<file path="config.mk">
export PLATFORM = sky130hd
export DESIGN_NAME = mem_stage
export DESIGN_NICKNAME = d
export VERILOG_FILES = /design/src/rtl/mem_stage.sv
export SDC_FILE = /design/constraint.sdc
export NUM_CORES = 1
export LEC_CHECK = 0
export ABC_CLOCK_PERIOD_IN_PS = 3900
export CAP_MARGIN = 15
export CORE_AREA = 2 2 171 173
export CTS_CLUSTER_DIAMETER = 50
export DETAILED_ROUTE_END_ITERATION = 7
export DIE_AREA = 0 0 173 175
export GPL_ROUTABILITY_DRIVEN = 0
export GPL_TIMING_DRIVEN = 0
export HOLD_SLACK_MARGIN = 0.12
export PLACE_DENSITY = 0.5
export SLEW_MARGIN = 0
export SYNTH_ARGS = -nofsm -noshare
export SYNTH_HDL_FRONTEND = slang
export SYNTH_SLANG_ARGS = --single-unit
</file>
<file path="constraint.sdc">
create_clock -name clk -period 3.9 [get_ports clk]
set_input_delay 0.78 -clock clk [delete_from_list [all_inputs] [get_ports clk]]
set_output_delay 0.78 -clock clk [all_outputs]
set_load 0.05 [all_outputs]
</file>
<file path="src/rtl/mem_stage.sv">
// Memory-access stage: issues loads/stores to the data SRAM over req/addr_ok/data_ok,
// aligns store data, extracts load data and builds the MEM->WB bus.
module mem_stage #(
  parameter int DM_AW = 32
) (
  input  logic              clk,
  input  logic              reset,
  input  logic              MEM_valid,
  input  logic [161:0]      EXE_MEM_bus_r,
  input  logic              WB_allow_in,
  input  logic              mem_flush,
  output logic              MEM_over,
  output logic [123:0]      MEM_WB_bus,
  output logic [4:0]        MEM_wdest,
  output logic              MEM_rf_wen,
  output logic [31:0]       MEM_pc,
  output logic              dm_req,
  output logic              dm_wr,
  output logic [3:0]        dm_wstrb,
  output logic [DM_AW-1:0]  dm_addr,
  output logic [31:0]       dm_wdata,
  input  logic              dm_addr_ok,
  input  logic [31:0]       dm_rdata,
  input  logic              dm_data_ok,
  output logic [2:0]        dbg_state_o
);

  typedef enum logic [2:0] {
    S_IDLE  = 3'd0,
    S_REQ   = 3'd1,
    S_WAIT  = 3'd2,
    S_DONE  = 3'd3,
    S_DRAIN = 3'd4
  } state_e;

  state_e      state_q, state_d;
  logic [31:0] rdata_q, rdata_d;

  logic [7:0]  mem_control;
  logic [31:0] store_data;
  logic [31:0] exe_result;
  logic [89:0] pass;

  assign {mem_control, store_data, exe_result, pass} = EXE_MEM_bus_r;

  // A simultaneous load+store request is resolved as a store.
  logic       is_store, is_load, load_sign;
  logic [1:0] size;
  logic       sz_byte, sz_half, sz_word;
  logic [1:0] addr_lo;
  logic       misalign, mem_ok_op, start;
  logic       adel, ades;
  logic       unused_ctrl;

  assign is_store    = mem_control[6];
  assign is_load     = mem_control[7] & ~mem_control[6];
  assign size        = mem_control[5:4];
  assign load_sign   = mem_control[3];
  assign unused_ctrl = ^mem_control[2:0];

  assign sz_byte  = (size == 2'b00);
  assign sz_half  = (size == 2'b01);
  assign sz_word  = size[1];
  assign addr_lo  = exe_result[1:0];
  assign misalign = (sz_half & addr_lo[0]) | (sz_word & (addr_lo != 2'b00));
  assign adel     = is_load & misalign;
  assign ades     = is_store & misalign;

  assign mem_ok_op = (is_load | is_store) & ~misalign;
  assign start     = MEM_valid & mem_ok_op & ~mem_flush;

  // State register
  always_ff @(posedge clk or posedge reset) begin
    if (reset) begin
      state_q <= S_IDLE;
      rdata_q <= 32'd0;
    end else begin
      state_q <= state_d;
      rdata_q <= rdata_d;
    end
  end

  // Next-state logic
  always_comb begin
    state_d = state_q;
    rdata_d = rdata_q;
    case (state_q)
      S_IDLE: begin
        if (start) state_d = dm_addr_ok ? S_WAIT : S_REQ;
      end
      S_REQ: begin
        if (dm_addr_ok)     state_d = S_WAIT;
        else if (mem_flush) state_d = S_IDLE;
      end
      S_WAIT: begin
        if (dm_data_ok) begin
          if (mem_flush) begin
            state_d = S_IDLE;
          end else begin
            state_d = S_DONE;
            rdata_d = dm_rdata;
          end
        end else if (mem_flush) begin
          state_d = S_DRAIN;
        end
      end
      S_DONE: begin
        if (WB_allow_in | mem_flush) state_d = S_IDLE;
      end
      S_DRAIN: begin
        // The flushed access still owes one response; swallow it.
        if (dm_data_ok) state_d = S_IDLE;
      end
      default: state_d = S_IDLE;
    endcase
  end

  // Output logic
  always_comb begin
    dm_req   = 1'b0;
    MEM_over = 1'b0;
    case (state_q)
      S_IDLE: begin
        dm_req   = start;
        MEM_over = MEM_valid & ~mem_flush & ~mem_ok_op;
      end
      S_REQ:   dm_req   = MEM_valid;
      S_DONE:  MEM_over = MEM_valid & ~mem_flush;
      default: ;
    endcase
  end

  // Store alignment
  logic [3:0] strb;
  always_comb begin
    strb     = 4'b1111;
    dm_wdata = store_data;
    if (sz_byte) begin
      strb     = 4'b0001 << addr_lo;
      dm_wdata = {4{store_data[7:0]}};
    end else if (sz_half) begin
      strb     = addr_lo[1] ? 4'b1100 : 4'b0011;
      dm_wdata = {2{store_data[15:0]}};
    end
  end

  assign dm_wr    = is_store;
  assign dm_wstrb = is_store ? strb : 4'b0000;
  assign dm_addr  = exe_result[DM_AW-1:0];

  // Load extraction from the captured response
  logic [7:0]  byte_lane;
  logic [15:0] half_lane;
  logic [31:0] load_val, mem_result;

  assign byte_lane = rdata_q[{addr_lo, 3'b000} +: 8];
  assign half_lane = addr_lo[1] ? rdata_q[31:16] : rdata_q[15:0];

  always_comb begin
    load_val = rdata_q;
    if (sz_byte)      load_val = {{24{load_sign & byte_lane[7]}}, byte_lane};
    else if (sz_half) load_val = {{16{load_sign & half_lane[15]}}, half_lane};
  end

  assign mem_result = (state_q == S_DONE && is_load) ? load_val : exe_result;

  assign MEM_WB_bus  = {mem_result, pass, adel, ades};
  assign MEM_wdest   = pass[40:36] & {5{MEM_valid}};
  assign MEM_rf_wen  = pass[41];
  assign MEM_pc      = pass[31:0];
  assign dbg_state_o = state_q;

endmodule

</file>
==> metrics.csv, run 1 <==
stage,metric,value,unit
routing,DRT antenna net count,0,
finish,fill count,3094,
synth,Synth Net Count,702,
sta,Setup Skew,5.15,ps
clock_tree,Longest Clk Path Bufs,2,
critical_path,max incr delay on CP,860,ps
clock_tree,clock sink count,35,
global_route,Total GRT Usage,15.2,%
critical_path,crit start category,input pin,
synth,largest family of logic cells by synthesized area,buffers and inverters,
sta,Final Hold Viols,0,
critical_path,"Cell Chain, Critical Path",clkbuf_1 > buf_2 > buf_2 > mux2i_1 > o21ai_0 > clkdlybuf4s50_1,
finish,"Core Util, Final",29.0,%
finish,final instance area,0.00824,mm^2
critical_path,critical path's slowest cell,clkdlybuf4s50_1,
sta,Final setup viols,0,
synth,post-synth top area share,30.1,%
worst_hold_path,Min-Delay Startpoint,rdata_q[4],
critical_path,CP most frequent cell,buf_2,
die,I/O pin cnt,437,
critical_path,Crit Path Class,in2out,
placement,Place WS,-971,ps
sta,Slew Limit Headroom,34.1,%
sta,Final period util,96.7,%
power_and_ir_drop,leakage,3.61,nW
die,Rows,62,
routing,number of DRC markers in iteration 0,202,
job,Max Cap Viol,0,
synth,YS warnings,0,
placement,DP HPWL,20800,um
synth,ys async rst share,100,%
placement,post-placement cell area,0.00810,mm^2
clock_tree,CTS tree,done,
placement,PortBufs,345,
synth,Synth Area in Adders,0,%
die,Die X,173,um
power_and_ir_drop,"IR drop worst, VDD",0.168,mV
routing,WL/cell,19.5,um
critical_path,WP data arrival,2990,ps
synth,Commonest cells post-synth,"buf_4 (167), mux2_2 (48), nand2_1 (37)",
worst_hold_path,Hold Path End,rdata_q[4],
clock_tree,H-tree depth,2,
synth,"synthesized-area fraction occupied by ao, oa, aoi and oai cells",12.1,%
die,Initial Utilization,14.7,%
synth,proportion of synthesized area in mux cells,19.5,%
power_and_ir_drop,Pwr Total,2.87,mW
clock_tree,CTS Hold Buffers Added,0,
global_route,first-pass GRT wire length,34200,um
clock_tree,worst-skew pair later-pin latency,290,ps
sta,Setup WS post-layout,130,ps
synth,Post-Synth XOR/XNOR Area,0,%
global_route,initial antenna violation count,2,
critical_path,reg2reg end,rdata_q[29],
sta,min cycle time layout,3770,ps
global_route,grt ovf,0,
finish,share of layout cells above drive strength 1,33.1,%
critical_path,RR Startpoint,dbg_state_o[0],
critical_path,critical path required time,3120,ps
global_route,number of global-route vias before repair,4756,
clock_tree,CTS Root Cell,clkbuf_16,
worst_hold_path,worst hold path class,reg2reg,
die,core area,0.0284,mm^2
synth,number of flops mapped to enable cells by yosys,0,
power_and_ir_drop,PD cells,348,mW/mm^2
critical_path,crit-path max FO,10,
routing,via/cell ratio,3.80,
clock_tree,CTS buffer count,5,
synth,area share of and/or/nand/nor cells after synthesis,14.1,%
global_route,largest net degree at the start of global routing,36,
clock_tree,Clock Pin Slew Worst Setup and Hold Paths,60,ps
die,DIE AREA,0.0303,mm^2
critical_path,cell count of the worst reg-to-reg path,5,
finish,Syn-to-layout area delta,97.5,%
synth,"count leader, synth",buf_4,
finish,Storage cell area,876,um^2
synth,Synth area leader,buf_4,
finish,post-layout net count,1058,
routing,drt pass-1 iters,6,
sta,Slew Limit Fails,0,
synth,"top cells by area, synth","buf_4 (30%), dfrtp_1 (21%), mux2_2 (13%)",
status,status,"finished, final reports clean",
sta,worst-margin pin slew,989,ps
synth,#FFs+latches synth,35,
synth,sequential area share after synthesis,21.0,%
die,die height,175,um
routing,DR vias,4719,
synth,syn avg cell area,8.32,um^2
synth,Unique masters post-synth,36,
sta,RSZ-0062 raised after global routing,false,
routing,DRC Markers,0,
sta,Highest Clock Rate,0.265,GHz
finish,multi-input logic area,0.00191,mm^2
critical_path,flop-to-flop setup slack,1860,ps
synth,cell area after synthesis,0.00417,mm^2
critical_path,Worst setup EP type,output port,
synth,Syn Inst Count,501,
routing,Routed WL,24200,um
synth,Post-synth top flop,dfrtp_1,
worst_hold_path,Hold Path Stages,1,
-- stage by stage --
stage	hold WS, ps	instances	setup TNS [ps]
2_1_floorplan	496	501	0
3_3_place_gp	513	1230	-26090
3_5_place_dp	521	1230	-24590
4_1_cts	537	1242	0
5_1_grt	565	1242	0
6_report	535	1243	0
-- kinds of logic (layout without fill, tap and decap cells) --
group / count (synthesis) / after routing
AND/OR/NAND/NOR: 122 / 122
other: 0 / 1
flip-flops: 35 / 35
AO/OA/AOI/OAI: 70 / 70
multiplexers: 74 / 74
buffers and inverters: 200 / 557
-- final cells by class --
cell class	instances	area share [%]
Timing Repair Buffer	349	41.6
Sequential cell	35	10.6
Tap cell	384	5.83
Buffer	196	16.8
Clock buffer	5	1.52
Multi-Input combinational cell	266	23.2
Antenna cell	1	0.0304
Clock inverter	3	0.182
Inverter	4	0.182
-- sequential cells by signal, summed over array words and instances (netlist names) --
name	flops
dbg_state_o	3
rdata_q	32
-- critical path, delay by kind of cell --
family	cells	cell delay, ps
buffers and inverters	4	1890
AO/OA/AOI/OAI	1	190
multiplexers	1	130
-- where the power goes --
group          total (mW)  internal, mW  leakage (nW)  switching [mW]
Sequential          0.767         0.541         0.426           0.226
Clock               0.390         0.233        0.0734           0.157
Combinational        1.71         0.737          3.11           0.974
-- cell usage in the layout, fill, tap and decap left out, types with 2 or more instances in the layout --
cell             Yosys  layout
buf_1                2       2
mux2i_1             25      25
a221oi_2             8       8
nand3_1             32      32
o22ai_1              8       8
buf_2                9      21
clkdlybuf4s50_1      0     309
a22o_1               4       4
clkinv_2             0       3
o21ai_0             27      27
clkbuf_1            18      10
nor3b_1              8       8
nor4b_1              2       2
dlygate4sd2_1        0       5
buf_4              167     171
o21a_1               3       3
dfrtp_1             35      35
nor2_1              25      24
nand2_1             37      37
nand4b_1             2       2
a21oi_1             10      10
mux2_2              48      48
inv_1                4       3
clkdlybuf4s15_2      0      12
dlymetal6s2s_1       0       3
nor2b_1              6       6
nor3_1               2       2
clkbuf_16            0       5
clkbuf_2             0      10
and2_1               5       5
a22oi_1              2       2
-- repair_timing --
item	CTS	global route
pin swaps	1	0
buffers inserted	4	0
setup endpoints to repair	49	31
resized for setup	119	12
-- routing by layer --
layer | share of wire, % | global-route usage, %
met4 | 0.96 | 2.26
met2 | 50 | 27.1
met5 | 0.050 | 0
met1 | 42 | 18.9
met3 | 6.5 | 3.57
-- how the worst max path moves through the flow --
stage | from | endpoint | slack, ps | cells past startpoint
after floorplan | EXE_MEM_bus_r[159] | MEM_WB_bus[98] | 340 | 5
after detailed placement | EXE_MEM_bus_r[160] | MEM_WB_bus[121] | -970 | 7
after global placement | EXE_MEM_bus_r[160] | MEM_WB_bus[122] | -1020 | 7
final | EXE_MEM_bus_r[158] | dm_wdata[28] | 130 | 6
after global routing | EXE_MEM_bus_r[158] | dm_wdata[28] | 8 | 6
after CTS | EXE_MEM_bus_r[160] | MEM_WB_bus[99] | 40 | 8
Power figures use the tool's default switching activity.
==> run 2: changes to the inputs <==
CTS_CLUSTER_SIZE = 12   (was unset)
==> results of run 2 <==
Final layout, timing and power as in run 1 (identical DEF).
==> run 3: changes to the inputs <==
ABC_AREA = 1   (was unset)
ABC_CLOCK_PERIOD_IN_PS = unset   (was 3900)
CORE_AREA = 2 2 170 172   (was 2 2 171 173)
DIE_AREA = 0 0 172 174   (was 0 0 173 175)
PLACE_DENSITY = 0.52   (was 0.5)
==> metrics.csv, run 3 <==
stage,metric,value,unit,change
status,status,"finished, final reports clean",,
finish,most frequent cells in the layout,"clkdlybuf4s50_1 (310), nand2_1 (299), buf_4 (172)",,
critical_path,Worst setup EP type,output port,,
routing,DRT antenna net count,0,,unchanged
power_and_ir_drop,Sw Pwr,1.54,mW,+13%
global_route,grt ovf,0,,unchanged
finish,post-layout net count,1315,,+24%
global_route,largest net degree at the start of global routing,36,,unchanged
global_route,initial antenna violation count,1,,-1
placement,PortBufs,346,,+0.29%
clock_tree,CTS Hold Buffers Added,0,,unchanged
finish,max FFs per register,32,,unchanged
synth,sequential area share after synthesis,19.4,%,-1.6 points
routing,DRC Markers,0,,unchanged
global_route,Total GRT Usage,14.6,%,-0.59 points
sta,min cycle time layout,3770,ps,-2.50 ps
sta,worst hold margin,536,ps,+0.358 ps
synth,"top cells by area, synth","buf_4 (29%), nand2_1 (25%), dfrtp_1 (19%)",,
finish,"most common cell after layout, fill and taps aside",clkdlybuf4s50_1,,
sta,worst-margin pin slew,800,ps,-189 ps
finish,share of layout cells above drive strength 1,20.6,%,-12 points
synth,cell area after synthesis,0.00452,mm^2,+8.5%
finish,Largest Register,rdata_q,,
routing,drt pass-1 iters,5,,-1
power_and_ir_drop,Sequential Power Share,22.4,%,-4.4 points
die,I/O pin cnt,437,,unchanged
job,Max Cap Viol,0,,unchanged
sta,Slew Limit Headroom,46.6,%,+13 points
worst_hold_path,worst hold path class,reg2reg,,
synth,#FFs+latches synth,35,,unchanged
die,core area,0.0282,mm^2,-0.55%
critical_path,flop-to-flop setup slack,2290,ps,+430 ps
critical_path,WP data arrival,2990,ps,about the same
routing,DR vias,5642,,+20%
synth,Synth Net Count,962,,+37%
critical_path,crit start category,input pin,,
global_route,first-pass GRT wire length,32800,um,-4.2%
finish,Syn-to-layout area delta,90.5,%,
sta,Final period util,96.6,%,about the same
clock_tree,Clock Pin Slew Worst Setup and Hold Paths,60,ps,about the same
critical_path,CP most frequent cell,nand2_1,,
clock_tree,CTS buffer count,5,,unchanged
synth,"count leader, synth",nand2_1,,
die,Initial Utilization,16.0,%,+1.3 points
synth,post-synth top area share,28.5,%,-1.5 points
global_route,number of global-route vias before repair,5410,,+14%
routing,number of DRC markers in iteration 0,273,,+35%
sta,Setup WS post-layout,132,ps,+2.50 ps
routing,WL/cell,15.5,um,-20%
die,Rows,62,,unchanged
sta,RSZ-0062 raised after global routing,false,,
power_and_ir_drop,PD cells,357,mW/mm^2,+2.7%
placement,DP HPWL,20200,um,-2.7%
power_and_ir_drop,Clk pwr share,15.3,%,+1.7 points
power_and_ir_drop,Internal,1.54,mW,+2.0%
finish,multi-input logic area,0.00194,mm^2,+1.2%
critical_path,critical path required time,3120,ps,about the same
power_and_ir_drop,leakage,4.46,nW,+23%
finish,n_diodes,0,,-1
die,die height,174,um,-0.57%
clock_tree,CTS tree,done,,
critical_path,critical path's slowest cell,clkdlybuf4s50_1,,
routing,Routed WL,23300,um,-4.0%
critical_path,"Cell Chain, Critical Path",clkdlybuf4s50_1 > inv_1 > nand2_1 > nand2_1 > nand2_1 > nand2_1 > nand3_2 > buf_4 > nand2_1 > nand2_1 > nand2_1 > dlygate4sd2_1,,
clock_tree,Longest Clk Path Bufs,2,,unchanged
placement,Place WS,-379,ps,+593 ps
clock_tree,Post-CTS Setup Inserts,0,,-4
critical_path,max incr delay on CP,590,ps,-270 ps
synth,Post-synth top flop,dfrtp_1,,
sta,Setup Skew,4.97,ps,-0.177 ps
clock_tree,clock sink count,35,,unchanged
sta,Final Hold Viols,0,,unchanged
power_and_ir_drop,"IR drop worst, VDD",0.219,mV,+30%
clock_tree,CTS Root Cell,clkbuf_16,,
sta,Slew Limit Fails,0,,unchanged
synth,YS warnings,0,,unchanged
synth,Synth area leader,buf_4,,
synth,Commonest cells post-synth,"nand2_1 (299), buf_4 (172), inv_1 (62)",,
power_and_ir_drop,Gate power share,62.4,%,+2.7 points
die,Die X,172,um,-0.58%
synth,Syn Inst Count,761,,+52%
synth,ys async rst share,100,%,unchanged
finish,Storage cell area,876,um^2,unchanged
sta,setup TNS,0,ps,unchanged
finish,fill count,3165,,+2.3%
critical_path,Crit Path Class,in2out,,
routing,via/cell ratio,3.76,,-0.86%
finish,"Core Util, Final",30.5,%,+1.5 points
sta,Final setup viols,0,,unchanged
die,DIE AREA,0.0299,mm^2,-1.1%
power_and_ir_drop,switch share,50.0,%,+2.6 points
clock_tree,H-tree depth,2,,unchanged
critical_path,crit-path max FO,10,,unchanged
synth,Unique masters post-synth,24,,-33%
sta,Highest Clock Rate,0.265,GHz,about the same
synth,number of flops mapped to enable cells by yosys,0,,unchanged
synth,syn avg cell area,5.95,um^2,-29%
clock_tree,worst-skew pair later-pin latency,280,ps,about the same
run 3: logic make-up after synthesis:
logic type,Yosys count,synth area share (%)
flip-flops,35,19.4
AND/OR/NAND/NOR,396,35.4
AO/OA/AOI/OAI,60,7.30
buffers and inverters,270,37.9
run 3: timing repair:
action | 4_1_cts | 5_1_grt
endpoints found under the setup margin | 34 | 29
hold endpoints to repair | 0 | 0
gates cloned | 0 | 0
gates resized for setup | 28 | 38
run 3: layout make-up:
class	instances	share of cell area, %
well taps	384	5.57
repair buffers	346	39.9
plain buffers	197	16.6
inverters	73	3.30
clock inverters	3	0.508
flip-flops and latches	35	10.2
clock buffers	5	1.45
multi-input cells	456	22.5
run 3: per-layer routing:
| metal | up-vias | routed length [um] | global-route usage (%) |
|---|---|---|---|
| met5 | - | 13 | 0 |
| met4 | 2 | 72 | 1.37 |
| met3 | 7 | 2190 | 4.58 |
| met2 | 242 | 11700 | 26.7 |
| met1 | 2515 | 9300 | 17.2 |
| li1 | 2876 | - | - |
run 3: worst max-delay path, delay by kind of cell:
kind / cells / cell delay [ps]
buffers and inverters: 4 / 1570
and+or+nand+nor: 8 / 640
run 3: stage by stage:
stage	power, mW	cell area, um^2	std cells
after global routing	3.29	8620	1499
after global placement	2.63	8470	1491
after floorplan	1.95	4520	761
after detailed placement	2.64	8470	1491
after CTS	3.11	8610	1499
final	3.08	8620	1499
run 3: worst paths after layout:
check / to / cells past startpoint / from
max reg2reg: rdata_q[8] / 7 / dbg_state_o[2]
max: MEM_WB_bus[111] / 12 / EXE_MEM_bus_r[90]
min in group asynchronous: rdata_q[18] / 2 / reset
min: rdata_q[6] / 2 / rdata_q[6]
min reg2reg: rdata_q[6] / 2 / rdata_q[6]
max in group asynchronous: rdata_q[29] / 2 / reset
run 3: power by group through the flow:
| stage | sequential [mW] | clock (mW) | combinational [mW] |
|---|---|---|---|
| CTS | 0.684 | 0.485 | 1.94 |
| global placement | 0.692 | 0 | 1.94 |
| floorplan | 0.660 | 0 | 1.29 |
| finish | 0.690 | 0.470 | 1.92 |
| detailed placement | 0.689 | 0 | 1.95 |
| global route | 0.708 | 0.498 | 2.09 |
